File: src/rtl/leve_axir_arb_if.sv
// One AXI read-address + read-data channel pair, shared by both initiators and the target port.
interface leve_axir_arb_if #(
  parameter int ADDR_W = 64,
  parameter int DATA_W = 64,
  parameter int LEN_W  = 8
);
  logic              arvalid;
  logic              arready;
  logic [ADDR_W-1:0] araddr;
  logic [1:0]        arburst;
  logic [LEN_W-1:0]  arlen;
  logic              rvalid;
  logic              rready;
  logic [DATA_W-1:0] rdata;
  logic              rlast;

  modport master (
    output arvalid, araddr, arburst, arlen, rready,
    input  arready, rvalid, rdata, rlast
  );

  modport slave (
    input  arvalid, araddr, arburst, arlen, rready,
    output arready, rvalid, rdata, rlast
  );
endinterface

File: src/rtl/leve_axir_arb.sv
// Two-to-one AXI read arbiter: instruction (I) and data (D) initiators share one target read port,
// one transaction in flight, round-robin on ties, sticky RLAST/ARLEN mismatch flag.
module leve_axir_arb #(
  parameter int ADDR_W = 64,
  parameter int DATA_W = 64,
  parameter int LEN_W  = 8
) (
  input  logic                  clk,
  input  logic                  rst,
  leve_axir_arb_if.slave        i_bus,
  leve_axir_arb_if.slave        d_bus,
  leve_axir_arb_if.master       m_bus,
  output logic                  err_o
);

  typedef enum logic [1:0] {S_IDLE, S_ACC, S_ADDR, S_DATA} state_e;
  typedef enum logic {INIT_I = 1'b0, INIT_D = 1'b1} init_e;
  typedef logic [LEN_W:0] beat_t;

  state_e            state_q, state_d;
  init_e             gnt_q, gnt_d;
  init_e             last_q, last_d;
  init_e             win;
  logic              m_arvalid_q, m_arvalid_d;
  logic [ADDR_W-1:0] m_araddr_q, m_araddr_d;
  logic [1:0]        m_arburst_q, m_arburst_d;
  logic [LEN_W-1:0]  m_arlen_q, m_arlen_d;
  beat_t             beat_q, beat_d;
  logic              err_q, err_d;
  logic              gnt_rready;
  logic              r_hs;
  beat_t             len_ext;

  assign gnt_rready = (gnt_q == INIT_D) ? d_bus.rready : i_bus.rready;
  assign r_hs       = (state_q == S_DATA) && m_bus.rvalid && gnt_rready;
  assign len_ext    = {1'b0, m_arlen_q};

  // NOTE: sequential state uses non-blocking assignments so every register samples pre-edge values.
  always_ff @(posedge clk or posedge rst) begin
    if (rst) begin
      state_q     <= S_IDLE;
      gnt_q       <= INIT_I;
      last_q      <= INIT_D;
      m_arvalid_q <= 1'b0;
      m_araddr_q  <= '0;
      m_arburst_q <= '0;
      m_arlen_q   <= '0;
      beat_q      <= '0;
      err_q       <= 1'b0;
    end else begin
      state_q     <= state_d;
      gnt_q       <= gnt_d;
      last_q      <= last_d;
      m_arvalid_q <= m_arvalid_d;
      m_araddr_q  <= m_araddr_d;
      m_arburst_q <= m_arburst_d;
      m_arlen_q   <= m_arlen_d;
      beat_q      <= beat_d;
      err_q       <= err_d;
    end
  end

  always_comb begin
    win = INIT_I;
    if (i_bus.arvalid && d_bus.arvalid) begin
      win = (last_q == INIT_D) ? INIT_I : INIT_D;
    end else if (d_bus.arvalid) begin
      win = INIT_D;
    end
  end

  // NOTE: every next-state signal takes its hold value first so no path infers a latch.
  always_comb begin
    state_d     = state_q;
    gnt_d       = gnt_q;
    last_d      = last_q;
    m_arvalid_d = m_arvalid_q;
    m_araddr_d  = m_araddr_q;
    m_arburst_d = m_arburst_q;
    m_arlen_d   = m_arlen_q;
    beat_d      = beat_q;
    err_d       = err_q;
    unique case (state_q)
      S_IDLE: begin
        if (i_bus.arvalid || d_bus.arvalid) begin
          gnt_d   = win;
          state_d = S_ACC;
        end
      end
      S_ACC: begin
        m_araddr_d  = (gnt_q == INIT_D) ? d_bus.araddr  : i_bus.araddr;
        m_arburst_d = (gnt_q == INIT_D) ? d_bus.arburst : i_bus.arburst;
        m_arlen_d   = (gnt_q == INIT_D) ? d_bus.arlen   : i_bus.arlen;
        m_arvalid_d = 1'b1;
        state_d     = S_ADDR;
      end
      S_ADDR: begin
        if (m_arvalid_q && m_bus.arready) begin
          m_arvalid_d = 1'b0;
          beat_d      = '0;
          state_d     = S_DATA;
        end
      end
      S_DATA: begin
        if (r_hs) begin
          beat_d = beat_q + beat_t'(1);
          if (m_bus.rlast) begin
            last_d  = gnt_q;
            state_d = S_IDLE;
            if (beat_q != len_ext) err_d = 1'b1;
          end else if (beat_q == len_ext) begin
            // Overrun: more beats than ARLEN promised; keep draining until RLAST.
            err_d = 1'b1;
          end
        end
      end
      default: state_d = S_IDLE;
    endcase
  end

  always_comb begin
    i_bus.arready = (state_q == S_ACC) && (gnt_q == INIT_I);
    d_bus.arready = (state_q == S_ACC) && (gnt_q == INIT_D);
    i_bus.rvalid  = (state_q == S_DATA) && (gnt_q == INIT_I) && m_bus.rvalid;
    d_bus.rvalid  = (state_q == S_DATA) && (gnt_q == INIT_D) && m_bus.rvalid;
    i_bus.rdata   = m_bus.rdata;
    d_bus.rdata   = m_bus.rdata;
    i_bus.rlast   = m_bus.rlast;
    d_bus.rlast   = m_bus.rlast;
    m_bus.rready  = (state_q == S_DATA) && gnt_rready;
  end

  assign m_bus.arvalid = m_arvalid_q;
  assign m_bus.araddr  = m_araddr_q;
  assign m_bus.arburst = m_arburst_q;
  assign m_bus.arlen   = m_arlen_q;
  assign err_o         = err_q;

endmodule

File: src/flat_wrapper.sv
// flat-port wrapper written by rule: the top's interface ports become plain ports
module leve_axir_arb_flat 
#(
  parameter int ADDR_W = 64,
  parameter int DATA_W = 64,
  parameter int LEN_W  = 8
)
  (clk, rst, err_o, i_bus_arvalid, i_bus_araddr, i_bus_arburst, i_bus_arlen, i_bus_rready, i_bus_arready, i_bus_rvalid, i_bus_rdata, i_bus_rlast, d_bus_arvalid, d_bus_araddr, d_bus_arburst, d_bus_arlen, d_bus_rready, d_bus_arready, d_bus_rvalid, d_bus_rdata, d_bus_rlast, m_bus_arvalid, m_bus_araddr, m_bus_arburst, m_bus_arlen, m_bus_rready, m_bus_arready, m_bus_rvalid, m_bus_rdata, m_bus_rlast);
  leve_axir_arb_if #(.ADDR_W(ADDR_W), .DATA_W(DATA_W), .LEN_W(LEN_W)) i_bus_i ();
  leve_axir_arb_if #(.ADDR_W(ADDR_W), .DATA_W(DATA_W), .LEN_W(LEN_W)) d_bus_i ();
  leve_axir_arb_if #(.ADDR_W(ADDR_W), .DATA_W(DATA_W), .LEN_W(LEN_W)) m_bus_i ();
  input  logic clk;
  input  logic rst;
  output logic err_o;
  input wire logic [$bits(i_bus_i.arvalid)-1:0] i_bus_arvalid;
  input wire logic [$bits(i_bus_i.araddr)-1:0] i_bus_araddr;
  input wire logic [$bits(i_bus_i.arburst)-1:0] i_bus_arburst;
  input wire logic [$bits(i_bus_i.arlen)-1:0] i_bus_arlen;
  input wire logic [$bits(i_bus_i.rready)-1:0] i_bus_rready;
  output wire logic [$bits(i_bus_i.arready)-1:0] i_bus_arready;
  output wire logic [$bits(i_bus_i.rvalid)-1:0] i_bus_rvalid;
  output wire logic [$bits(i_bus_i.rdata)-1:0] i_bus_rdata;
  output wire logic [$bits(i_bus_i.rlast)-1:0] i_bus_rlast;
  input wire logic [$bits(d_bus_i.arvalid)-1:0] d_bus_arvalid;
  input wire logic [$bits(d_bus_i.araddr)-1:0] d_bus_araddr;
  input wire logic [$bits(d_bus_i.arburst)-1:0] d_bus_arburst;
  input wire logic [$bits(d_bus_i.arlen)-1:0] d_bus_arlen;
  input wire logic [$bits(d_bus_i.rready)-1:0] d_bus_rready;
  output wire logic [$bits(d_bus_i.arready)-1:0] d_bus_arready;
  output wire logic [$bits(d_bus_i.rvalid)-1:0] d_bus_rvalid;
  output wire logic [$bits(d_bus_i.rdata)-1:0] d_bus_rdata;
  output wire logic [$bits(d_bus_i.rlast)-1:0] d_bus_rlast;
  output wire logic [$bits(m_bus_i.arvalid)-1:0] m_bus_arvalid;
  output wire logic [$bits(m_bus_i.araddr)-1:0] m_bus_araddr;
  output wire logic [$bits(m_bus_i.arburst)-1:0] m_bus_arburst;
  output wire logic [$bits(m_bus_i.arlen)-1:0] m_bus_arlen;
  output wire logic [$bits(m_bus_i.rready)-1:0] m_bus_rready;
  input wire logic [$bits(m_bus_i.arready)-1:0] m_bus_arready;
  input wire logic [$bits(m_bus_i.rvalid)-1:0] m_bus_rvalid;
  input wire logic [$bits(m_bus_i.rdata)-1:0] m_bus_rdata;
  input wire logic [$bits(m_bus_i.rlast)-1:0] m_bus_rlast;
  assign i_bus_i.arvalid = i_bus_arvalid;
  assign i_bus_i.araddr = i_bus_araddr;
  assign i_bus_i.arburst = i_bus_arburst;
  assign i_bus_i.arlen = i_bus_arlen;
  assign i_bus_i.rready = i_bus_rready;
  assign i_bus_arready = i_bus_i.arready;
  assign i_bus_rvalid = i_bus_i.rvalid;
  assign i_bus_rdata = i_bus_i.rdata;
  assign i_bus_rlast = i_bus_i.rlast;
  assign d_bus_i.arvalid = d_bus_arvalid;
  assign d_bus_i.araddr = d_bus_araddr;
  assign d_bus_i.arburst = d_bus_arburst;
  assign d_bus_i.arlen = d_bus_arlen;
  assign d_bus_i.rready = d_bus_rready;
  assign d_bus_arready = d_bus_i.arready;
  assign d_bus_rvalid = d_bus_i.rvalid;
  assign d_bus_rdata = d_bus_i.rdata;
  assign d_bus_rlast = d_bus_i.rlast;
  assign m_bus_arvalid = m_bus_i.arvalid;
  assign m_bus_araddr = m_bus_i.araddr;
  assign m_bus_arburst = m_bus_i.arburst;
  assign m_bus_arlen = m_bus_i.arlen;
  assign m_bus_rready = m_bus_i.rready;
  assign m_bus_i.arready = m_bus_arready;
  assign m_bus_i.rvalid = m_bus_rvalid;
  assign m_bus_i.rdata = m_bus_rdata;
  assign m_bus_i.rlast = m_bus_rlast;
  leve_axir_arb #(.ADDR_W(ADDR_W), .DATA_W(DATA_W), .LEN_W(LEN_W)) u_core (.clk(clk), .rst(rst), .i_bus(i_bus_i), .d_bus(d_bus_i), .m_bus(m_bus_i), .err_o(err_o));
endmodule
File: config.mk
export PLATFORM = sky130hd
export DESIGN_NAME = leve_axir_arb_flat
export DESIGN_NICKNAME = d
export VERILOG_FILES = /design/src/rtl/leve_axir_arb_if.sv /design/src/rtl/leve_axir_arb.sv /design/src/flat_wrapper.sv
export SDC_FILE = /design/constraint.sdc
export NUM_CORES = 1
export LEC_CHECK = 0
export CAP_MARGIN = 20
export CORE_AREA = 2 2 170 172
export CTS_BUF_LIST = sky130_fd_sc_hd__clkbuf_4
export CTS_CLUSTER_SIZE = 20
export DETAILED_ROUTE_END_ITERATION = 7
export DIE_AREA = 0 0 172 174
export GPL_TIMING_DRIVEN = 0
export SETUP_SLACK_MARGIN = 0.5
export SLEW_MARGIN = 20
export SYNTH_ARGS = -nofsm -noshare
export SYNTH_HDL_FRONTEND = slang
export SYNTH_SLANG_ARGS = --single-unit
File: constraint.sdc
create_clock -name clk -period 8.55 [get_ports clk]
set_input_delay 1.71 -clock clk [delete_from_list [all_inputs] [get_ports clk]]
set_output_delay 1.71 -clock clk [all_outputs]
set_load 0.02 [all_outputs]
==> results of run 1 <==
[flip-flops by register name, summed over array words and instances, names as in the netlist]
register              count
u_core.last_q             1
u_core.m_bus.arburst      2
u_core.m_bus.arvalid      1
u_core.gnt_q              1
u_core.err_o              1
u_core.state_q            2
u_core.m_bus.araddr      64
u_core.m_bus.arlen        8
u_core.beat_q             9
[cells in the final DEF (no fill, tap or decap), types with 9 or more instances in the layout]
cell / netlist / layout
dfrtp_1: 88 / 88
clkdlybuf4s50_1: 0 / 367
mux2i_1: 79 / 79
buf_4: 130 / 130
a21oi_1: 81 / 81
nand2_1: 12 / 12
clkbuf_1: 16 / 16
nor2_1: 79 / 79
clkbuf_4: 0 / 9
[cell type report]
cell class,instances,area share
inverters,8,0.00361
plain buffers,158,0.112
flip-flops and latches,89,0.230
repair buffers,368,0.381
diodes,1,0.000258
clock buffers,9,0.00696
multi-input cells,312,0.208
clock inverters,7,0.00799
well taps,384,0.0495
[kinds of logic (layout without fill, tap and decap cells)]
family / after synthesis / count (layout) / share of synthesized area
adder cells (fa/ha/maj): 5 / 5 / 0.0116
multiplexers: 81 / 81 / 0.151
AND/OR/NAND/NOR: 117 / 117 / 0.0939
buffers and inverters: 166 / 550 / 0.208
flip-flops: 89 / 89 / 0.415
XOR/XNOR: 8 / 8 / 0.0130
other: 0 / 1 / 0
AO/OA/AOI/OAI: 101 / 101 / 0.107
[cells in the mapped netlist, drive strengths merged]
| cell | number | area [sq um] |
|---|---|---|
| a21oi | 81 | 405 |
| nand2 | 12 | 45.0 |
| mux2 | 2 | 22.5 |
| nand3 | 6 | 30.0 |
| xor2 | 1 | 8.76 |
| a32o | 2 | 20.0 |
| dfstp | 1 | 26.3 |
| buf | 142 | 1030 |
| xnor2 | 7 | 61.3 |
| o22a | 1 | 8.76 |
| and2 | 2 | 12.5 |
| and3 | 1 | 6.26 |
| o221a | 1 | 11.3 |
| a31o | 3 | 26.3 |
| o31ai | 1 | 7.51 |
| dfrtp | 88 | 2200 |
| a21bo | 1 | 10.0 |
| inv | 8 | 30.0 |
| a211o | 2 | 17.5 |
| nor2b | 1 | 6.26 |
| a21boi | 1 | 11.3 |
| nor2 | 79 | 297 |
| nand4b | 1 | 8.76 |
| o21ai | 3 | 15.0 |
| o311a | 1 | 10.0 |
| o22ai | 2 | 12.5 |
| nand2b | 4 | 25.0 |
| nand4 | 2 | 12.5 |
| ha | 5 | 62.6 |
| nor3 | 3 | 15.0 |
| mux2i | 79 | 791 |
| nor4 | 3 | 18.8 |
| o41ai | 1 | 8.76 |
| o311ai | 1 | 8.76 |
| clkbuf | 16 | 60.1 |
| nor4b | 1 | 15.0 |
| or3 | 2 | 12.5 |
[power by group]
group          internal, mW  leakage (nW)  switching [mW]
sequential            0.616          1.00           0.121
combinational         0.750          3.09           0.897
clock                0.0917        0.0721           0.166
total                  1.46          4.16            1.18
[per-layer routing]
metal | global-route usage | routed length [microns]
met4 | 0.0273 | 195
met1 | 0.148 | 7900
met3 | 0.0414 | 1900
met5 | 0 | 0
met2 | 0.256 | 11000
[worst max-delay path, stage by stage, from the launching register on]
cell,delay [ps]
dfrtp_1,420
inv_1,100
ha_1,140
clkbuf_1,520
clkbuf_1,670
clkbuf_1,590
and2_1,220
clkdlybuf4s50_1,630
[path summary, 6_finish.rpt]
kind / start / endpoint / slack (ps)
hold / removal: u_core.m_bus.araddr[3] / u_core.m_bus.araddr[3] / 540
min in group asynchronous: rst / u_core.m_bus.araddr[15] / 1620
setup reg to reg: u_core.state_q[1] / u_core.m_bus.arlen[4] / 5800
hold reg to reg: u_core.m_bus.araddr[3] / u_core.m_bus.araddr[3] / 540
setup / recovery: u_core.state_q[1] / d_bus_arready / 3100
max in group asynchronous: rst / u_core.m_bus.araddr[58] / 6330
==> results by group, run 1 <==
Route
  • Via count: 5179
  • Pre-antenna DRT Iters: 4
  • Wire per inst: 15.7 microns
  • Remaining DRCs: 0
  • Final ANT Viol Nets: 0
  • DR iter-0 viols: 157
  • Vias per inst: 3.88
  • Total wire length: 21000 microns

Clocking
  • CTS tree: yes
  • Total CTS buffers: 9
  • Setup bufs post-CTS: 0
  • Root buf cell: clkbuf_4
  • Largest buffer count on any clock path: 2
  • Hold-fix buffers, CTS: 0
  • Resized Gates After CTS: 0
  • Clock latency on the worst-skew pair: 460 ps
  • Clk slew on worst S/H paths: 150 ps
  • Clock sinks: 89
  • CTS H-tree depth: 3

Final layout
  • Final Non-Filler Cells: 1336
  • Area of the multi-input gates: 0.00202 sq mm
  • Final core utilization: 0.344
  • Final net count: 1172
  • Reg area: 0.00223 sq mm
  • Area growth from synthesis to layout: 80.7%
  • Fraction of layout cells with a size suffix above 1: 0.172
  • Design area: 0.00971 sq mm
  • FILL cells: 2976

Timing
  • Max frequency: 0.183 GHz
  • Setup violators final: 0
  • Slew Limit Fails: 0
  • Final min period: 5450 ps
  • Final Cycle Share: 0.638
  • Final Hold Vio Count: 0
  • Post-route setup TNS: 0 ps
  • Post-Route Skew: 21.7 ps
  • Worst slew margin: 0.475
  • Least-Margin Pin Slew: 787 ps
  • RSZ-0062 raised after global routing: no
  • Setup ws final: 3100 ps
  • Hold Worst Slack: 543 ps

Logic synthesis
  • Mapped Cells: 567
  • Syn. warnings: 0
  • Flops & latches, synth: 89
  • Synthesized cell area: 0.00537 sq mm
  • Synthesized net count: 793
  • Netlist cell types: 39
  • Syn avg cell area: 9.47 sq um
  • Sequential-to-total area share from yosys stat: 0.415

Placed design
  • Placement Cell Area: 0.00956 sq mm
  • DP Cell Count: 1319
  • Port Buffers: 367
  • Gpl congestion: 0.748
  • Placement Setup Slack: 3390 ps
  • HPWL after detailed placement: 17200 microns

Power and ir drop
  • Peak VDD IR: 0.000129 V
  • Final Power: 2.64 mW
  • Static Leak: 4.16 nW
  • Power Dens Cells: 272 mW/mm^2

Worst setup path
  • Max FO, Critical Path: 10
  • Crit path capture type: output port
  • Worst EP required: 6840 ps
  • Reg2Reg Depth: 7
  • Worst EP arrival: 3740 ps
  • Crit Path Class: flop to output port
  • Crit start category: flop

Die
  • Initial Util: 0.190
  • I/O Pins: 432
  • Die Y: 174 microns
  • Die Width: 172 microns
  • Floorplan row count: 62
  • Core area: 0.0282 sq mm
  • Area of the die: 0.0299 sq mm

Global route
  • GRT Residual Overflow: 0
  • First-pass GRT wire length: 30400 microns
  • Largest net degree at the start of global routing: 48
  • Total GRT Usage: 0.136
  • Number of global-route vias before repair: 5199
  • Initial antenna violation count: 1

Worst hold path
  • Hold Path Depth: 2
  • HP Class: flop to flop

Flow run
  • Max Cap Viol: 0

Run status
  • Status: completed
Power figures use the tool's default switching activity.
==> run 2, diff against run 1 <==
Clock period 8.55 ns to 4.61 ns, I/O delays scaled along.
==> run 2 against run 1 <==
  * Register-to-register slack lost 3300 ps
  * Via count is essentially flat
  * Routed wire length is essentially flat
  * Worst hold slack is essentially flat
  * Die area is the same
  * Worst setup slack lost 2300 ps
  * Clock-buffer cell count is the same
  * Flip-flop and latch count is the same
  * Clock skew shrank 1.7 ps
  * Utilization is essentially flat
  * Largest power group unchanged
==> results by group, run 2 (synthesized netlist as in run 1, its figures left out) <==
Final layout
  • Most frequent cells in the layout: 367 x clkdlybuf4s50_1, 130 x buf_4, 88 x dfrtp_1
  • Max FFs per register: 64
  • Leading cell type in the layout, fill and taps excluded: clkdlybuf4s50_1
  • Fraction of layout cells with a size suffix above 1: 0.176
  • Final net count: 1172
  • Area growth from synthesis to layout: 80.8%
  • Design area: 0.00971 sq mm

Global route
  • Number of global-route vias before repair: 5199
  • Met3 Use GR: 0.0414
  • First-pass GRT wire length: 30400 microns
  • Initial antenna violation count: 1
  • GRT Residual Overflow: 0
  • Met1 usage: 0.148
  • Largest net degree at the start of global routing: 48
  • GR peak layer: met2
  • Total GRT Usage: 0.136
  • Met2 Use GR: 0.256

Clocking
  • CTS H-tree depth: 3
  • CTS tree: yes
  • Total CTS buffers: 9
  • Clk slew on worst S/H paths: 150 ps
  • Clock latency on the worst-skew pair: 460 ps
  • Clock sinks: 89
  • Largest buffer count on any clock path: 2
  • Root buf cell: clkbuf_4
  • Hold-fix buffers, CTS: 0
  • Setup bufs post-CTS: 0

Placed design
  • Placement Cell Area: 0.00956 sq mm
  • HPWL after detailed placement: 17200 microns
  • Port Buffers: 367
  • Gpl congestion: 0.748

Die
  • Die Width: 172 microns
  • Die Y: 174 microns
  • I/O Pins: 432
  • Initial Util: 0.190
  • Floorplan row count: 62
  • Core area: 0.0282 sq mm
  • Area of the die: 0.0299 sq mm

Timing
  • Final Hold Vio Count: 0
  • Post-Route Skew: 20.0 ps
  • Max frequency: 0.261 GHz
  • Final Cycle Share: 0.830
  • Setup violators final: 0
  • Slew Limit Fails: 0
  • Worst slew margin: 0.534
  • Least-Margin Pin Slew: 700 ps
  • Final min period: 3830 ps
  • RSZ-0062 raised after global routing: no

Run status
  • Status: completed

Worst setup path
  • Worst EP arrival: 2910 ps
  • Worst EP required: 3690 ps
  • Crit path capture type: output port
  • Crit Path Class: flop to output port
  • Crit start category: flop
  • Max FO, Critical Path: 10

Power and ir drop
  • Power Dens Cells: 505 mW/mm^2
  • Peak VDD IR: 0.000239 V
  • Static Leak: 4.17 nW
  • Final Power: 4.90 mW

Route
  • Wire per inst: 15.7 microns
  • Via count: 5176
  • DR iter-0 viols: 160
  • Remaining DRCs: 0
  • Total wire length: 21000 microns
  • Final ANT Viol Nets: 0
  • Vias per inst: 3.87
  • Pre-antenna DRT Iters: 4

Flow run
  • Max Cap Viol: 0

Worst hold path
  • HP Class: flop to flop
## run 2: cell count changes in the layout (fill, tap and decap cells not counted)
cell      delta
clkbuf_2     +2
clkbuf_1     -3
clkbuf_4     +1
## run 2: metal layers
layer	part of all wire	vias to the layer above
met2	0.52	247
li1	-	2559
met4	0.0093	0
met1	0.38	2357
met5	0	-
met3	0.091	13
## run 2: critical path, cell delays in order, from the launching register on
cell             delay, ps
dfrtp_1                420
inv_1                  100
ha_1                   140
clkbuf_2               300
clkbuf_4               350
clkbuf_2               330
and2_1                 180
clkdlybuf4s50_1        630
## run 2: layout make-up
| cell class | count | area, sq um |
|---|---|---|
| fillers | 2978 | 18500 |
| repair buffers | 368 | 3700 |
| flip-flops and latches | 89 | 2230 |
| multi-input cells | 312 | 2020 |
| plain buffers | 158 | 1100 |
| well taps | 384 | 480 |
| clock inverters | 7 | 77.6 |
| clock buffers | 9 | 67.6 |
| inverters | 8 | 35.0 |
| diodes | 1 | 2.50 |
## run 2: worst paths after layout
kind / startpoint / endpoint / slack [ps] / cells after the start
min in group asynchronous: rst / u_core.m_bus.araddr[15] / 830 / 2
worst max register to register: u_core.state_q[1] / u_core.m_bus.araddr[53] / 2480 / 6
worst min register to register: u_core.m_bus.araddr[3] / u_core.m_bus.araddr[3] / 540 / 2
max in group asynchronous: rst / u_core.m_bus.araddr[58] / 3170 / 3
worst max-delay path: u_core.state_q[1] / d_bus_arready / 780 / 7
worst min-delay path: u_core.m_bus.araddr[3] / u_core.m_bus.araddr[3] / 540 / 2
## run 2: repair_timing
| action | in CTS | in global routing |
|---|---|---|
| pin swaps | 0 | 0 |
| gates cloned | 0 | 0 |
| setup endpoints to repair | 2 | 1 |
| gates resized for setup | 3 | 2 |
## run 2: where the power goes
group | internal [mW] | switching (mW)
clock network | 0.170 | 0.308
registers | 1.14 | 0.224
logic | 1.40 | 1.67
total | 2.71 | 2.20
## run 2: stage by stage
| step | utilization | instances | TNS (ps) | hold slack, ps | setup slack (ps) |
|---|---|---|---|---|---|
| 6_report | 0.344 | 1336 | 0 | 543 | 782 |
| 5_1_grt | 0.344 | 1336 | 0 | 567 | 537 |
| 4_1_cts | 0.344 | 1335 | 0 | 545 | 502 |
| 3_5_place_dp | 0.338 | 1319 | 0 | 512 | 241 |
| 3_3_place_gp | 0.337 | 1318 | -28250 | 502 | -331 |
| 2_1_floorplan | - | 567 | 0 | 514 | 1380 |
==> run 3, diff against run 2 <==
Clock period 4.61 ns to 3.3 ns, I/O delays scaled along.
==> run 3 against run 2 <==
  * Clock skew is 3.7 ps higher
  * Utilization up 0.22 points
  * Flip-flop and latch count is the same
  * First-iteration DRC count decreased by 3.8%
  * Sequential power grew 40%
  * Global-route usage increased by 0.21 points
  * Worst hold slack about the same
  * Cell count grew 0.15%
  * Power grew 40%
==> results by group, run 3 (synthesized netlist as in run 1, its figures left out) <==
Run status
  • Status: completed

Die
  • Core area: 0.0282 sq mm
  • I/O Pins: 432
  • Floorplan row count: 62
  • Die Width: 172 microns
  • Initial Util: 0.190
  • Die Y: 174 microns
  • Area of the die: 0.0299 sq mm

Clocking
  • Clock sinks: 89
  • Clk slew on worst S/H paths: 160 ps
  • Root buf cell: clkbuf_4
  • Setup bufs post-CTS: 0
  • Clock latency on the worst-skew pair: 470 ps
  • CTS H-tree depth: 3
  • Largest buffer count on any clock path: 2
  • CTS tree: yes
  • Total CTS buffers: 9
  • Hold-fix buffers, CTS: 0

Worst hold path
  • HP Class: flop to flop

Route
  • DR iter-0 viols: 154
  • Wire per inst: 16.0 microns
  • Remaining DRCs: 0
  • Vias per inst: 3.93
  • Pre-antenna DRT Iters: 4
  • Via count: 5253
  • Final ANT Viol Nets: 0
  • Total wire length: 21500 microns

Final layout
  • Design area: 0.00977 sq mm
  • Leading cell type in the layout, fill and taps excluded: clkdlybuf4s50_1
  • Final Non-Filler Cells: 1338
  • Max FFs per register: 64
  • Area growth from synthesis to layout: 81.9%
  • Fraction of layout cells with a size suffix above 1: 0.183
  • Most frequent cells in the layout: 361 x clkdlybuf4s50_1, 132 x buf_4, 88 x dfrtp_1
  • Final core utilization: 0.346
  • FILL cells: 2937
  • Final net count: 1174

Power and ir drop
  • Clock power share: 0.087
  • Sw power: 3.08 mW
  • Final Power: 6.85 mW
  • Seq pwr share: 0.280
  • Power Dens Cells: 701 mW/mm^2
  • Switch share: 0.450
  • Peak VDD IR: 0.000381 V
  • Comb power frac: 0.634
  • Static Leak: 4.24 nW
  • P_int: 3.77 mW

Worst setup path
  • R2R Setup Slk: 1260 ps
  • Crit path capture type: output port
  • Crit path max-delay cell type: dfrtp_1
  • Worst EP required: 2640 ps
  • Critical Path Max Stage Delay: 430 ps
  • Worst EP arrival: 1980 ps
  • Crit Path Class: flop to output port
  • Crit start category: flop
  • Critical-path cell list: inv_1 > ha_1 > clkbuf_8 > clkbuf_16 > buf_8 > and2_1 > clkbuf_4
  • Max FO, Critical Path: 10

Timing
  • Final Cycle Share: 0.800
  • Post-route setup TNS: 0 ps
  • Final Hold Vio Count: 0
  • Final min period: 2640 ps
  • Least-Margin Pin Slew: 755 ps
  • Setup violators final: 0
  • Post-Route Skew: 23.7 ps
  • Slew Limit Fails: 0
  • Max frequency: 0.379 GHz
  • RSZ-0062 raised after global routing: yes
  • Worst slew margin: 0.497

Global route
  • Met3 Use GR: 0.0394
  • Largest net degree at the start of global routing: 28
  • Met1 usage: 0.159
  • First-pass GRT wire length: 30900 microns
  • Met2 Use GR: 0.252
  • GR peak layer: met2
  • Initial antenna violation count: 1
  • Number of global-route vias before repair: 5257
  • Total GRT Usage: 0.138
  • GRT Residual Overflow: 0

Placed design
  • HPWL after detailed placement: 17600 microns
  • Placement Cell Area: 0.00960 sq mm
  • DP Cell Count: 1321
  • Port Buffers: 367
  • Gpl congestion: 0.783

Flow run
  • Max Cap Viol: 0
[run 3: worst max-delay path: cells and delay by family (launching register included)]
kind	cells	cell delay (ps)
flops	1	430
simple gates	1	130
buf+inv	5	800
fa+ha+maj	1	170
[run 3: what timing repair did]
action,4_1_cts,5_1_grt
gates cloned,0,0
pin swaps,0,0
resized for setup,24,7
endpoints found under the setup margin,13,5
[run 3: area by class of cell]
type	count	area (sq um)	share of cell area
clock inverter	7	51.3	0.00525
clock buffer	9	67.6	0.00691
inverter	8	33.8	0.00346
tap	384	480	0.0492
antenna	1	2.50	0.000256
timing repair buffer	370	3740	0.382
sequential	89	2230	0.228
buffer	158	1150	0.118
multi-input combinational	312	2020	0.207
[run 3: path summary, 6_finish.rpt]
check,end,cells after the start,start
max in group asynchronous,u_core.last_q,4,rst
hold / removal,u_core.m_bus.arburst[0],2,u_core.m_bus.arburst[0]
min in group asynchronous,u_core.m_bus.araddr[31],2,rst
setup / recovery,d_bus_arready,7,u_core.state_q[1]
setup reg to reg,u_core.beat_q[7],6,u_core.state_q[0]
hold reg to reg,u_core.m_bus.arburst[0],2,u_core.m_bus.arburst[0]
[run 3: per-stage QoR]
stage               hold WS, ps  setup WS (ps)
floorplan                   514           1030
global placement            502           -782
detailed placement          512           -752
CTS                         530            405
global route                538            462
finish                      543            660
[run 3: layer usage]
metal / vias up / routed length, microns
met2: 253 / 11000
met5: - / 0
met1: 2438 / 8400
met4: 0 / 175
met3: 10 / 1870
li1: 2552 / -
[run 3: power by group through the flow]
stage          Sequential (mW)  Clock, mW  Combinational (mW)
5_1_grt                   1.98      0.691                4.70
2_1_floorplan             2.45          0                1.83
4_1_cts                   1.92      0.645                4.43
6_report                  1.92      0.595                4.34
3_5_place_dp              1.93          0                4.35
3_3_place_gp              1.92          0                4.32
